[src/rtl/wb_retire_buffer_pkg.sv]
// Shared field layout for retire-buffer entries.
package wb_retire_buffer_pkg;

  localparam int unsigned PC_W = 32;

  // Entry fields, listed from the least significant end of the packed entry.
  typedef enum logic [3:0] {
    F_LO,
    F_HI,
    F_LO_WE,
    F_HI_WE,
    F_WDATA,
    F_WADDR,
    F_WE,
    F_PC,
    F_END
  } wb_field_e;

  // Bit offset of a field inside a packed entry; F_END yields the entry width.
  function automatic int unsigned wb_off(wb_field_e f, int unsigned data_w, int unsigned addr_w);
    int unsigned be_w;
    int unsigned off;
    be_w = data_w / 8;
    case (f)
      F_LO:    off = 0;
      F_HI:    off = data_w;
      F_LO_WE: off = 2 * data_w;
      F_HI_WE: off = 2 * data_w + 1;
      F_WDATA: off = 2 * data_w + 2;
      F_WADDR: off = 3 * data_w + 2;
      F_WE:    off = 3 * data_w + 2 + addr_w;
      F_PC:    off = 3 * data_w + 2 + addr_w + be_w;
      default: off = 3 * data_w + 2 + addr_w + be_w + PC_W;
    endcase
    return off;
  endfunction

  // WB_ENTRY_W = 32 + BE_W + ADDR_W + DATA_W + 2 + 2*DATA_W
  function automatic int unsigned wb_entry_w(int unsigned data_w, int unsigned addr_w);
    return wb_off(F_END, data_w, addr_w);
  endfunction

endpackage

[src/rtl/wb_retire_buffer_lookup.sv]
// Youngest-match priority scan over the buffered entries for one lookup key.
module wb_fwd_lookup #(
  parameter int unsigned DEPTH  = 2,
  parameter int unsigned ADDR_W = 5,
  parameter int unsigned DATA_W = 32,
  parameter int unsigned BE_W   = DATA_W / 8,
  localparam int unsigned PTR_W = $clog2(DEPTH)
) (
  input  logic [DEPTH-1:0]        valid,
  input  logic [PTR_W-1:0]        head,
  input  logic [DEPTH*BE_W-1:0]   key_en,
  input  logic [DEPTH*ADDR_W-1:0] key_addr,
  input  logic [DEPTH*DATA_W-1:0] key_data,
  input  logic [ADDR_W-1:0]       raddr,
  output logic                    hit,
  output logic                    pending,
  output logic [DATA_W-1:0]       data
);

  logic [PTR_W-1:0] idx;
  logic [BE_W-1:0]  en;

  // Walk oldest to youngest so the last match (the youngest) wins.
  always_comb begin
    hit     = 1'b0;
    pending = 1'b0;
    data    = '0;
    idx     = '0;
    en      = '0;
    for (int unsigned k = 0; k < DEPTH; k++) begin
      idx = head + PTR_W'(k);
      en  = key_en[32'(idx)*BE_W +: BE_W];
      if (valid[idx] && (en != '0) && (raddr != '0) &&
          (key_addr[32'(idx)*ADDR_W +: ADDR_W] == raddr)) begin
        hit     = (en == '1);
        pending = (en != '1);
        data    = (en == '1) ? key_data[32'(idx)*DATA_W +: DATA_W] : '0;
      end
    end
  end

endmodule

[src/rtl/wb_retire_buffer.sv]
// In-order writeback retire FIFO with GPR/HI/LO forwarding and debug trace.
module wb_retire_buffer
  import wb_retire_buffer_pkg::*;
#(
  parameter int unsigned DATA_W = 32,
  parameter int unsigned ADDR_W = 5,
  parameter int unsigned DEPTH  = 2,
  parameter int unsigned NUM_RD = 2,
  localparam int unsigned BE_W  = DATA_W / 8
) (
  input  logic                     clk,
  input  logic                     rst,
  input  logic                     in_valid,
  output logic                     in_ready,
  input  logic [31:0]              in_pc,
  input  logic [BE_W-1:0]          in_rf_we,
  input  logic [ADDR_W-1:0]        in_rf_waddr,
  input  logic [DATA_W-1:0]        in_rf_wdata,
  input  logic                     in_hi_we,
  input  logic                     in_lo_we,
  input  logic [DATA_W-1:0]        in_hi,
  input  logic [DATA_W-1:0]        in_lo,
  input  logic                     hold,
  output logic [BE_W-1:0]          rf_we,
  output logic [ADDR_W-1:0]        rf_waddr,
  output logic [DATA_W-1:0]        rf_wdata,
  output logic                     hi_we,
  output logic                     lo_we,
  output logic [DATA_W-1:0]        hi_o,
  output logic [DATA_W-1:0]        lo_o,
  input  logic [NUM_RD*ADDR_W-1:0] fwd_raddr,
  output logic [NUM_RD-1:0]        fwd_hit,
  output logic [NUM_RD-1:0]        fwd_pending,
  output logic [NUM_RD*DATA_W-1:0] fwd_data,
  output logic                     fwd_hi_valid,
  output logic                     fwd_lo_valid,
  output logic [DATA_W-1:0]        fwd_hi,
  output logic [DATA_W-1:0]        fwd_lo,
  output logic [31:0]              debug_wb_pc,
  output logic [3:0]               debug_wb_rf_wen,
  output logic [4:0]               debug_wb_rf_wnum,
  output logic [31:0]              debug_wb_rf_wdata,
  output logic [31:0]              retired_cnt
);

  localparam int unsigned PTR_W   = $clog2(DEPTH);
  localparam int unsigned ENTRY_W = wb_entry_w(DATA_W, ADDR_W);
  localparam int unsigned O_LO    = wb_off(F_LO, DATA_W, ADDR_W);
  localparam int unsigned O_HI    = wb_off(F_HI, DATA_W, ADDR_W);
  localparam int unsigned O_LO_WE = wb_off(F_LO_WE, DATA_W, ADDR_W);
  localparam int unsigned O_HI_WE = wb_off(F_HI_WE, DATA_W, ADDR_W);
  localparam int unsigned O_WDATA = wb_off(F_WDATA, DATA_W, ADDR_W);
  localparam int unsigned O_WADDR = wb_off(F_WADDR, DATA_W, ADDR_W);
  localparam int unsigned O_WE    = wb_off(F_WE, DATA_W, ADDR_W);
  localparam int unsigned O_PC    = wb_off(F_PC, DATA_W, ADDR_W);

  logic [ENTRY_W-1:0] mem [DEPTH];
  logic [ENTRY_W-1:0] in_entry;
  logic [ENTRY_W-1:0] head_entry;
  logic [PTR_W-1:0]   head;
  logic [PTR_W-1:0]   tail;
  logic [PTR_W-1:0]   age;
  logic [PTR_W:0]     count;
  logic [DEPTH-1:0]   valid;
  logic               accept;
  logic               retire;

  assign in_entry   = {in_pc, in_rf_we, in_rf_waddr, in_rf_wdata, in_hi_we, in_lo_we, in_hi, in_lo};
  assign head_entry = mem[head];

  assign in_ready = (count != (PTR_W + 1)'(DEPTH));
  assign accept   = in_valid & in_ready;
  // rst gates retirement so no write strobe leaks out while discarding entries.
  assign retire   = (count != '0) & ~hold & ~rst;

  assign rf_we             = retire ? head_entry[O_WE +: BE_W] : '0;
  assign rf_waddr          = retire ? head_entry[O_WADDR +: ADDR_W] : '0;
  assign rf_wdata          = retire ? head_entry[O_WDATA +: DATA_W] : '0;
  assign hi_we             = retire & head_entry[O_HI_WE];
  assign lo_we             = retire & head_entry[O_LO_WE];
  assign hi_o              = retire ? head_entry[O_HI +: DATA_W] : '0;
  assign lo_o              = retire ? head_entry[O_LO +: DATA_W] : '0;
  assign debug_wb_pc       = retire ? head_entry[O_PC +: 32] : '0;
  assign debug_wb_rf_wen   = 4'(rf_we);
  assign debug_wb_rf_wnum  = 5'(rf_waddr);
  assign debug_wb_rf_wdata = 32'(rf_wdata);

  // Pointer, occupancy and retire-count bookkeeping.
  always_ff @(posedge clk) begin
    if (rst) begin
      head        <= '0;
      tail        <= '0;
      count       <= '0;
      retired_cnt <= '0;
    end else begin
      if (accept) tail <= tail + PTR_W'(1);
      if (retire) begin
        head        <= head + PTR_W'(1);
        retired_cnt <= retired_cnt + 32'd1;
      end
      case ({accept, retire})
        2'b10:   count <= count + (PTR_W + 1)'(1);
        2'b01:   count <= count - (PTR_W + 1)'(1);
        default: count <= count;
      endcase
    end
  end

  // Entry storage; contents are only meaningful under the valid mask.
  always_ff @(posedge clk) begin
    if (accept) mem[tail] <= in_entry;
  end

  // Slot i is live when its distance from head is below the occupancy.
  always_comb begin
    valid = '0;
    age   = '0;
    for (int unsigned i = 0; i < DEPTH; i++) begin
      age      = PTR_W'(i) - head;
      valid[i] = ({1'b0, age} < count);
    end
  end

  logic [DEPTH*BE_W-1:0]   gpr_en;
  logic [DEPTH*BE_W-1:0]   hi_en;
  logic [DEPTH*BE_W-1:0]   lo_en;
  logic [DEPTH*ADDR_W-1:0] gpr_addr;
  logic [DEPTH*ADDR_W-1:0] any_addr;
  logic [DEPTH*DATA_W-1:0] gpr_data;
  logic [DEPTH*DATA_W-1:0] hi_data;
  logic [DEPTH*DATA_W-1:0] lo_data;
  logic                    hi_hit;
  logic                    hi_pend;
  logic                    lo_hit;
  logic                    lo_pend;

  // HI/LO reuse the GPR scan: a full-width enable and a fixed nonzero key always match.
  assign any_addr = '1;

  for (genvar i = 0; i < DEPTH; i++) begin : g_keys
    assign gpr_en[i*BE_W +: BE_W]       = mem[i][O_WE +: BE_W];
    assign gpr_addr[i*ADDR_W +: ADDR_W] = mem[i][O_WADDR +: ADDR_W];
    assign gpr_data[i*DATA_W +: DATA_W] = mem[i][O_WDATA +: DATA_W];
    assign hi_en[i*BE_W +: BE_W]        = {BE_W{mem[i][O_HI_WE]}};
    assign lo_en[i*BE_W +: BE_W]        = {BE_W{mem[i][O_LO_WE]}};
    assign hi_data[i*DATA_W +: DATA_W]  = mem[i][O_HI +: DATA_W];
    assign lo_data[i*DATA_W +: DATA_W]  = mem[i][O_LO +: DATA_W];
  end

  for (genvar r = 0; r < NUM_RD; r++) begin : g_fwd
    wb_fwd_lookup #(.DEPTH(DEPTH), .ADDR_W(ADDR_W), .DATA_W(DATA_W), .BE_W(BE_W)) u_lookup (
      .valid    (valid),
      .head     (head),
      .key_en   (gpr_en),
      .key_addr (gpr_addr),
      .key_data (gpr_data),
      .raddr    (fwd_raddr[r*ADDR_W +: ADDR_W]),
      .hit      (fwd_hit[r]),
      .pending  (fwd_pending[r]),
      .data     (fwd_data[r*DATA_W +: DATA_W])
    );
  end

  wb_fwd_lookup #(.DEPTH(DEPTH), .ADDR_W(ADDR_W), .DATA_W(DATA_W), .BE_W(BE_W)) u_hi_lookup (
    .valid    (valid),
    .head     (head),
    .key_en   (hi_en),
    .key_addr (any_addr),
    .key_data (hi_data),
    .raddr    (any_addr[ADDR_W-1:0]),
    .hit      (hi_hit),
    .pending  (hi_pend),
    .data     (fwd_hi)
  );

  wb_fwd_lookup #(.DEPTH(DEPTH), .ADDR_W(ADDR_W), .DATA_W(DATA_W), .BE_W(BE_W)) u_lo_lookup (
    .valid    (valid),
    .head     (head),
    .key_en   (lo_en),
    .key_addr (any_addr),
    .key_data (lo_data),
    .raddr    (any_addr[ADDR_W-1:0]),
    .hit      (lo_hit),
    .pending  (lo_pend),
    .data     (fwd_lo)
  );

  assign fwd_hi_valid = hi_hit | hi_pend;
  assign fwd_lo_valid = lo_hit | lo_pend;

endmodule

[config.mk]
export PLATFORM = sky130hd
export DESIGN_NAME = wb_retire_buffer
export DESIGN_NICKNAME = d
export VERILOG_FILES = /design/src/rtl/wb_retire_buffer_pkg.sv /design/src/rtl/wb_retire_buffer_lookup.sv /design/src/rtl/wb_retire_buffer.sv
export SDC_FILE = /design/constraint.sdc
export NUM_CORES = 1
export LEC_CHECK = 0
export CAP_MARGIN = 10
export CORE_AREA = 3 3 193 195
export DETAILED_ROUTE_END_ITERATION = 10
export DIE_AREA = 0 0 196 198
export DONT_BUFFER_PORTS = 1
export GPL_ROUTABILITY_DRIVEN = 0
export PLACE_DENSITY = 0.62
export SETUP_SLACK_MARGIN = 0.05
export SKIP_CTS_REPAIR_TIMING = 1
export SKIP_LAST_GASP = 1
export SYNTH_ARGS = -nofsm -noshare
export SYNTH_HDL_FRONTEND = slang
export SYNTH_HIERARCHICAL = 1
export SYNTH_SLANG_ARGS = --single-unit
[constraint.sdc]
create_clock -name clk -period 9.4 [get_ports clk]
set_input_delay 1.88 -clock clk [delete_from_list [all_inputs] [get_ports clk]]
set_output_delay 1.88 -clock clk [all_outputs]
set_load 0.1 [all_outputs]
# Yosys cells after proc, flatten, opt, wreduce, memory -nomap -nowiden
# Memory sizes are Yosys's and may differ from the RTL's. A register that Yosys moved wholly into a read port is not among the register bits.
# Index checks and enable logic that the tools add are counted.
# word_totals
mem_count	1
mem_bits_rw	278
in_bits	153
regBits	36
# classes
reduce_logical	28
n_shift	16
n_eq_ne	21
addsub	7
muxes	45
n_lt_le_gt_ge	4
n_bitwise	9
n_mul	2
# memory_table
memory	depth	word_bits	rd	rd_ports_with_merged_regs	write_ports	line_no	text
mem	2	139	3	1	1	wb_retire_buffer.sv:57	logic [ENTRY_W-1:0] mem [DEPTH];
# ops
operator	n
32-bit two-way mux	18
64-bit by 7-bit variable part select with 32-bit output	6
8-bit by 4-bit variable part select with 4-bit output	6
32-bit by 1-bit adder with 32-bit output (second input constant)	1
4-bit == test (second input constant)	6
1-bit two-way mux	24
4-bit != test (second input constant)	6
4-bit nonzero test	6
5-bit == test	4
10-bit by 5-bit variable part select with 5-bit output	2
10-bit by 5-bit variable part select with 5-bit output (first input constant)	2
1-bit logical AND	18
5-bit == test (second input constant)	2
5-bit nonzero test	2
1-bit by 3-bit multiplier with 4-bit output (second input constant)	2
1-bit bitwise AND	5
5-bit two-way mux	1
1-bit by 2-bit < comparator with 1-bit output	2
1-bit by 2-bit < comparator with 1-bit output (second input constant)	2
4-bit two-way mux	1
2-bit one-hot mux with 2 select lines	1
2-bit nonzero test	2
1-bit adder (second input constant)	2
2-bit by 1-bit adder with 2-bit output (second input constant)	1
7 further kinds	10

# Logic depth before layout (Yosys ltp)
# Gate-level depths: netlist (run 1).
# logic_depth
word_depth	9
depth_mapped	10
ltp_nobuf	9

# By module
# The synthesis (run 1) kept the hierarchy.
# by_module_without_submodules
mod	area_per_inst_um2	n_inst	cells_each
wb_retire_buffer	12469.5	1	841
wb_fwd_lookup	863.3	4	98

# Worst setup path after synthesis (run 1)
# No wires, ideal clock.
# synth_timing
path_type	input port to flip-flop
from	input in_valid
to	memory mem[0][0] (netlist bit) (enable)
required_time_ps	8760
t_arrival_ps	7803
cell_stages	2
setup_slack_ps	957
path_cell_list	nand2_1 > nor2_1
# synth_via
elab_chain_len	3
# synth_rtl
element	line_no	text
start, declared	wb_retire_buffer.sv:13	input logic in_valid,
1-bit bitwise AND	wb_retire_buffer.sv:72	assign accept = in_valid & in_ready;
1-bit two-way mux	wb_retire_buffer.sv:111	if (accept) mem[tail] <= in_entry;
1-bit two-way mux (not written as such)	wb_retire_buffer.sv:111	
end, declared	wb_retire_buffer.sv:57	
# No other way between the ends.

# Worst setup path in the final report (run 1)
# layout_timing
from	input fwd_raddr[3]
to	output fwd_data[31]
# layout_via
elab_chain_len	5
elab_cells_between_ends	9
cone_classes	2 x eq/ne; 2 x mux; 5 x reduce/logical
# layout_rtl
element	line_no	text
start, declared	wb_retire_buffer.sv:31	input logic [NUM_RD*ADDR_W-1:0] fwd_raddr,
5-bit nonzero test	wb_retire_buffer_lookup.sv:33	if (valid[idx] && (en != '0) && (raddr != '0) &&
1-bit logical AND (2 in series)	wb_retire_buffer_lookup.sv:33	
32-bit two-way mux	wb_retire_buffer_lookup.sv:33	
32-bit two-way mux (*)	wb_retire_buffer_lookup.sv:33	
end, declared	wb_retire_buffer.sv:34	output logic [NUM_RD*DATA_W-1:0] fwd_data,
# Mark *: on every way between the ends. The rest lies on a longest branch, timed or not.

==> impl_results.md, run 1 <==
* Xor/xnor cell area share of the yosys netlist at 3.41%
* CP delay by family, top: compound AO/OA/AOI/OAI gates
* Final WL at 44.3 mm
* Final nets at 1438
* CP Capture Type: output port
* Most common cell after layout, fill and taps aside: edfxtp_1
* Fill count at 3091
* Startpoint Class: primary input
* Cell count of the worst reg-to-reg path at 3
* H-tree depth at 2
* DR iter-0 viols at 604
* Yosys reg bits at 315
* Area of the multi-input gates at 6870 um^2
* Clk_lat worst skew at 0.55 ns
* Hold path depth at 2
* Worst vdd ir at 190 uV
* Die Area at 38800 um^2
* Overflow after GRT at 0
* IO Port Bufs at 0
* Endpoints failing setup at 0
* Row cnt at 69
* Sink Count at 315
* Avg WL per Cell at 25.0 um
* Largest family of logic cells by synthesized area: compound AO/OA/AOI/OAI gates
* Synth Instances at 1233
* Syn. warnings at 6
* Max-slew violation count at 0
* Vias per cell at 5.83
* Clk buf depth at 3
* Crit path largest cell delay at 1.00 ns
* GRT Total Usage at 21.7%
* Ratio of cells with drive above 1 in the final layout at 21.2%
* Min cycle time layout at 6.86 ns
* Die Ht at 198 um
* Post-synthesis sequential area ratio at 57.1%
* WP data arrival at 4.98 ns
* Setup TNS at 0 ns
* CTS buffer count at 36
* Buf/Inv on CP at 0
* Cell variety after synth at 50
* Status: finished clean
* Worst-Margin Slew at 1.23 ns
* P&R area growth vs syn at 13.6%
* Core ar. at 35600 um^2
* Top Ports at 500
* Mux cell area share after synthesis at 11.4%
* Fraction of the mapped netlist area in compound gates at 11.4%
* Worst EP required at 7.52 ns
* Post-Synth Simple-Gate Area at 11.3%
* Final worst slack at 2.54 ns
* Fin util at 50.9%
* Crit Path Max Fanout at 32
* Final worst-path cycle share at 73.0%
* Max_slew headroom at 17.8%
* Vias at 10342
* Power per Cell Area at 239 nW/um^2
* EDFF count, synth at 278
* Crit path depth at 6
* Initial Util at 44.8%
* Antenna violations before repair at 4
* Die extent in x at 196 um
* First-pass GRT wire length at 64.2 mm
* Storage element area at 9100 um^2
* Avg Inst Size Synth at 12.9 um^2
* Min-Delay Path Class: reg -> reg
* Number of hold violations in the final report at 0
* Initial DRT Pass Iterations at 5
* Clock Skew at 0.0152 ns
* Leak at 5.65 nW
* Final ANT Viol Nets at 0
* Slowest CP cell: o32ai_4
* Mapped cell area at 15900 um^2
* Clk root buf: clkbuf_16
* Largest net degree at the start of global routing at 84
* F_max at 146 MHz
* Final HPWL DP at 31.9 mm
* Critical path type: in -> out
* TritonCTS clock tree: done
* Worst-path cell chain: nor2b_1 -> or4_4 -> a2111oi_4 -> o211ai_4 -> o32ai_4 -> a22o_1
* Synth Flop Type: edfxtp_1
* Most frequent cells in the layout: 278 x edfxtp_1, 181 x mux2i_1, 128 x a22o_1, 98 x nor2_2, 82 x conb_1
* Async SR Flop Fraction at 0%
* # DRC at 0
* Vias in the first global route at 10082
* Area share of fa/ha/maj cells after synthesis at 0.157%
* Worst slack, placed at 2.54 ns
* Reg clk slew, reported paths at 0.06 ns
* RSZ-0062 raised after global routing: no
* MaxCap Viol Count at 0
-- layout make-up --
type,count,share of cell area (%)
inverters,9,0.187
flip-flops and latches,315,50.3
diodes,2,0.0277
well taps,461,3.19
clock buffers,41,5.08
multi-input cells,875,38.0
clock inverters,25,1.27
repair buffers,46,1.95
-- registers in the layout, summed over array words and instances (netlist names), named ones only --
register / cells
count: 2
head: 1
mem: 278
retired_cnt: 32
tail: 1
-- worst register-to-register path, delay by kind of cell (launching register included) --
kind | cells | cell delay, ns
buf+inv | 1 | 0.96
simple gates | 2 | 1.83
flops | 1 | 0.45
-- cells in the mapped netlist (all sizes together) (2+ instances only) --
library cell | instances | area, um^2
and4 | 17 | 151
a2111oi | 8 | 145
o21a | 8 | 60.1
xnor2 | 34 | 298
a31o | 4 | 35.0
nor2 | 183 | 687
dfxtp | 37 | 741
nand3 | 16 | 92.6
nor4 | 16 | 100
clkbuf | 37 | 154
or2b | 4 | 30.0
nor3b | 4 | 30.0
or4 | 17 | 146
buf | 78 | 649
nor3 | 13 | 65.1
nand4 | 25 | 156
or4b | 4 | 40.0
edfxtp | 278 | 8350
a22o | 128 | 1120
nand2b | 8 | 50.1
o22ai | 8 | 50.1
or2 | 8 | 50.1
nand2 | 22 | 82.6
xor2 | 28 | 245
o221ai | 8 | 70.1
ha | 2 | 25.0
a21oi | 6 | 30.0
mux2i | 181 | 1810
o32ai | 4 | 110
a21o | 2 | 15.0
a2bb2oi | 4 | 35.0
and3 | 5 | 31.3
or3 | 2 | 12.5
o211ai | 4 | 85.1
inv | 9 | 33.8
o21ai | 8 | 55.1
nor2b | 10 | 62.6
-- metrics by stage --
stage | hold slack, ns | power (W) | instance area (um^2) | std cells
2_1_floorplan | 0.493 | 0.00281 | 16200 | 1314
3_3_place_gp | 0.518 | 0.00299 | 16900 | 1705
3_5_place_dp | 0.540 | 0.00300 | 16900 | 1705
4_1_cts | 0.553 | 0.00437 | 18100 | 1771
5_1_grt | 0.590 | 0.00449 | 18100 | 1774
6_report | 0.549 | 0.00433 | 18100 | 1774
-- metal layers --
layer  part of all wire, %  global-route usage [%]  wire, um
met5                 0.054                       0        24
met2                    48                    34.6     21300
met3                    10                    10.1      4650
met1                    38                    26.0     16800
met4                   3.4                    7.87      1490
-- logic make-up after synthesis --
group | count (synthesis)
adder cells (fa/ha/maj) | 2
flip-flops | 315
AO/OA/AOI/OAI | 193
XOR/XNOR | 62
buffers and inverters | 124
multiplexers | 181
AND/OR/NAND/NOR | 355
other | 1
-- path summary, 6_finish.rpt --
kind,from,end,slack (ns)
worst max-delay path,fwd_raddr[3],fwd_data[31],2.54
worst min-delay path,retired_cnt[15],retired_cnt[15],0.55
worst max register to register,count[0],mem[1][9],5.67
worst min register to register,retired_cnt[15],retired_cnt[15],0.55
-- where the power goes --
group | switching (W) | leakage (nW) | internal (W) | total (W)
Sequential | 0.000124 | 2.90 | 0.00171 | 0.00183
Clock | 0.000566 | 0.565 | 0.000794 | 0.00136
Combinational | 0.000927 | 2.18 | 0.000213 | 0.00114
(Power assumes the default switching activity.)
==> inputs of run 2 (changes only) <==
Settings changed: CORE_AREA 3 3 193 195 to 3 3 191 193, DIE_AREA 0 0 196 198 to 0 0 194 196, PLACE_DENSITY 0.62 to 0.65.
Clock period 9.4 ns to 5.5 ns, I/O delays scaled along.
==> run 2 against run 1 <==
Compared with the run above:
- via count is 7.9% higher
- combinational power is 79% higher
- highest routed layer unchanged
- core utilization is 5.8 points higher
==> impl_results.md, run 2 (synthesis gave the netlist of run 1 again) <==
* Clock Skew at 0.0256 ns
* Leak at 6.73 nW
* Largest net degree at the start of global routing at 140
* CP Capture Type: output port
* Crit path capture: fwd_hi[2]
* Final HPWL DP at 33.3 mm
* Non-filler instance count after layout at 1954
* Max_slew headroom at 20.3%
* Final worst slack at 0.479 ns
* Min cycle time layout at 5.02 ns
* Row cnt at 68
* Slowest CP cell: dfxtp_4
* Die extent in x at 194 um
* Vias at 11164
* Critical path type: reg -> out
* Worst-path cell chain: buf_4 -> mux2i_1 -> or4b_1 -> a2111oi_0 -> a31o_4 -> a22o_1 -> buf_4
* Buf/Inv on CP at 2
* MaxCap Viol Count at 0
* Power per Cell Area at 389 nW/um^2
* Top reg by flops: mem
* Max-slew violation count at 0
* Min-Delay Path Class: reg -> reg
* Crit path launch: head
* Overflow after GRT at 0
* Most frequent CP cell: buf_4
* Avg WL per Cell at 24.1 um
* First-pass GRT wire length at 69.0 mm
* Ratio of cells with drive above 1 in the final layout at 30.9%
* Die Area at 38000 um^2
* Fin util at 56.6%
* Core ar. at 34700 um^2
* DR iter-0 viols at 695
* Top Ports at 500
* TritonCTS clock tree: done
* Most frequent cells in the layout: 278 x edfxtp_1, 228 x buf_4, 181 x mux2i_1, 128 x a22o_1, 98 x nor2_2
* Worst R2R Setup Slack at 2.19 ns
* Reg2reg start: count[0]
* F_max at 199 MHz
* Setup TNS at 0 ns
* # diodes at 0
* H-tree depth at 2
* Max reg flops at 278
* CTS buffer count at 36
* Worst-Margin Slew at 1.19 ns
* Fin Hold WS at 0.573 ns
* WP data arrival at 3.92 ns
* Initial Util at 45.9%
* Final worst-path cycle share at 91.3%
* Sink Count at 315
* Worst slack, placed at 0.620 ns
* GRT Total Usage at 23.4%
* Top Registers: mem x278, retired_cnt x32, count x2
* Clk root buf: clkbuf_16
* CP delay by family, top: compound AO/OA/AOI/OAI gates
* Worst EP required at 4.40 ns
* Crit Path Max Fanout at 32
* Worst vdd ir at 301 uV
* # DRC at 0
* IO Port Bufs at 0
* Final WL at 47.0 mm
* Final ANT Viol Nets at 0
* Crit path depth at 7
* Vias per cell at 5.71
* Vias in the first global route at 11101
* Status: finished clean
* Most common cell after layout, fill and taps aside: edfxtp_1
* Startpoint Class: flip-flop
* RSZ-0062 raised after global routing: no
* Clk buf depth at 3
* Die Ht at 196 um
* Placed instance count at 1887
* Reg clk slew, reported paths at 0.05 ns
* Final nets at 1626
* Initial DRT Pass Iterations at 7
* Endpoints failing setup at 0
* Antenna violations before repair at 3
* Crit path largest cell delay at 0.62 ns
* Cell count of the worst reg-to-reg path at 3
* Number of hold violations in the final report at 0
* FF-to-FF End: mem[1][103]
* P&R area growth vs syn at 23.5%
* Clk_lat worst skew at 0.54 ns
run 2: where the power goes:
group          switching (W)  internal [W]  total, W
clock               0.000953       0.00153   0.00248
sequential          0.000203       0.00291   0.00312
combinational        0.00161      0.000431   0.00204
total                0.00277       0.00488   0.00764
run 2: layout make-up:
class | count | area, um^2
Fill cell | 2818 | 15100
Tap cell | 455 | 569
Clock inverter | 19 | 280
Timing Repair Buffer | 234 | 1830
Sequential cell | 315 | 9100
Multi-Input combinational cell | 875 | 6880
Clock buffer | 47 | 963
Inverter | 9 | 33.8
run 2: worst min-delay path by stage:
stage                        start       end  slack [ns]  depth (start not counted)
after global placement    count[1]  count[1]        0.56                          2
final                     count[1]  count[1]        0.57                          2
after detailed placement  count[1]  count[1]        0.57                          2
after global routing      count[1]  count[1]        0.62                          2
after floorplan           count[1]  count[1]        0.50                          2
after CTS                 count[1]  count[1]        0.58                          2
run 2: tightest hold or removal path, delay by kind of cell, from the launching register on:
family,cells,cell delay [ns]
compound gates,2,0.16
flops,1,0.37
run 2: per-stage QoR:
stage | area [um^2] | power, W
final | 19700 | 0.00764
after global routing | 19700 | 0.00789
after CTS | 19600 | 0.00770
after detailed placement | 18400 | 0.00520
after global placement | 18400 | 0.00518
after floorplan | 16200 | 0.00478
run 2: layer usage:
metal	track usage (%)	share of wire (%)
met1	27.6	37
met2	39.9	50
met3	8.11	8.9
met4	7.90	3.4
met5	0	0.028
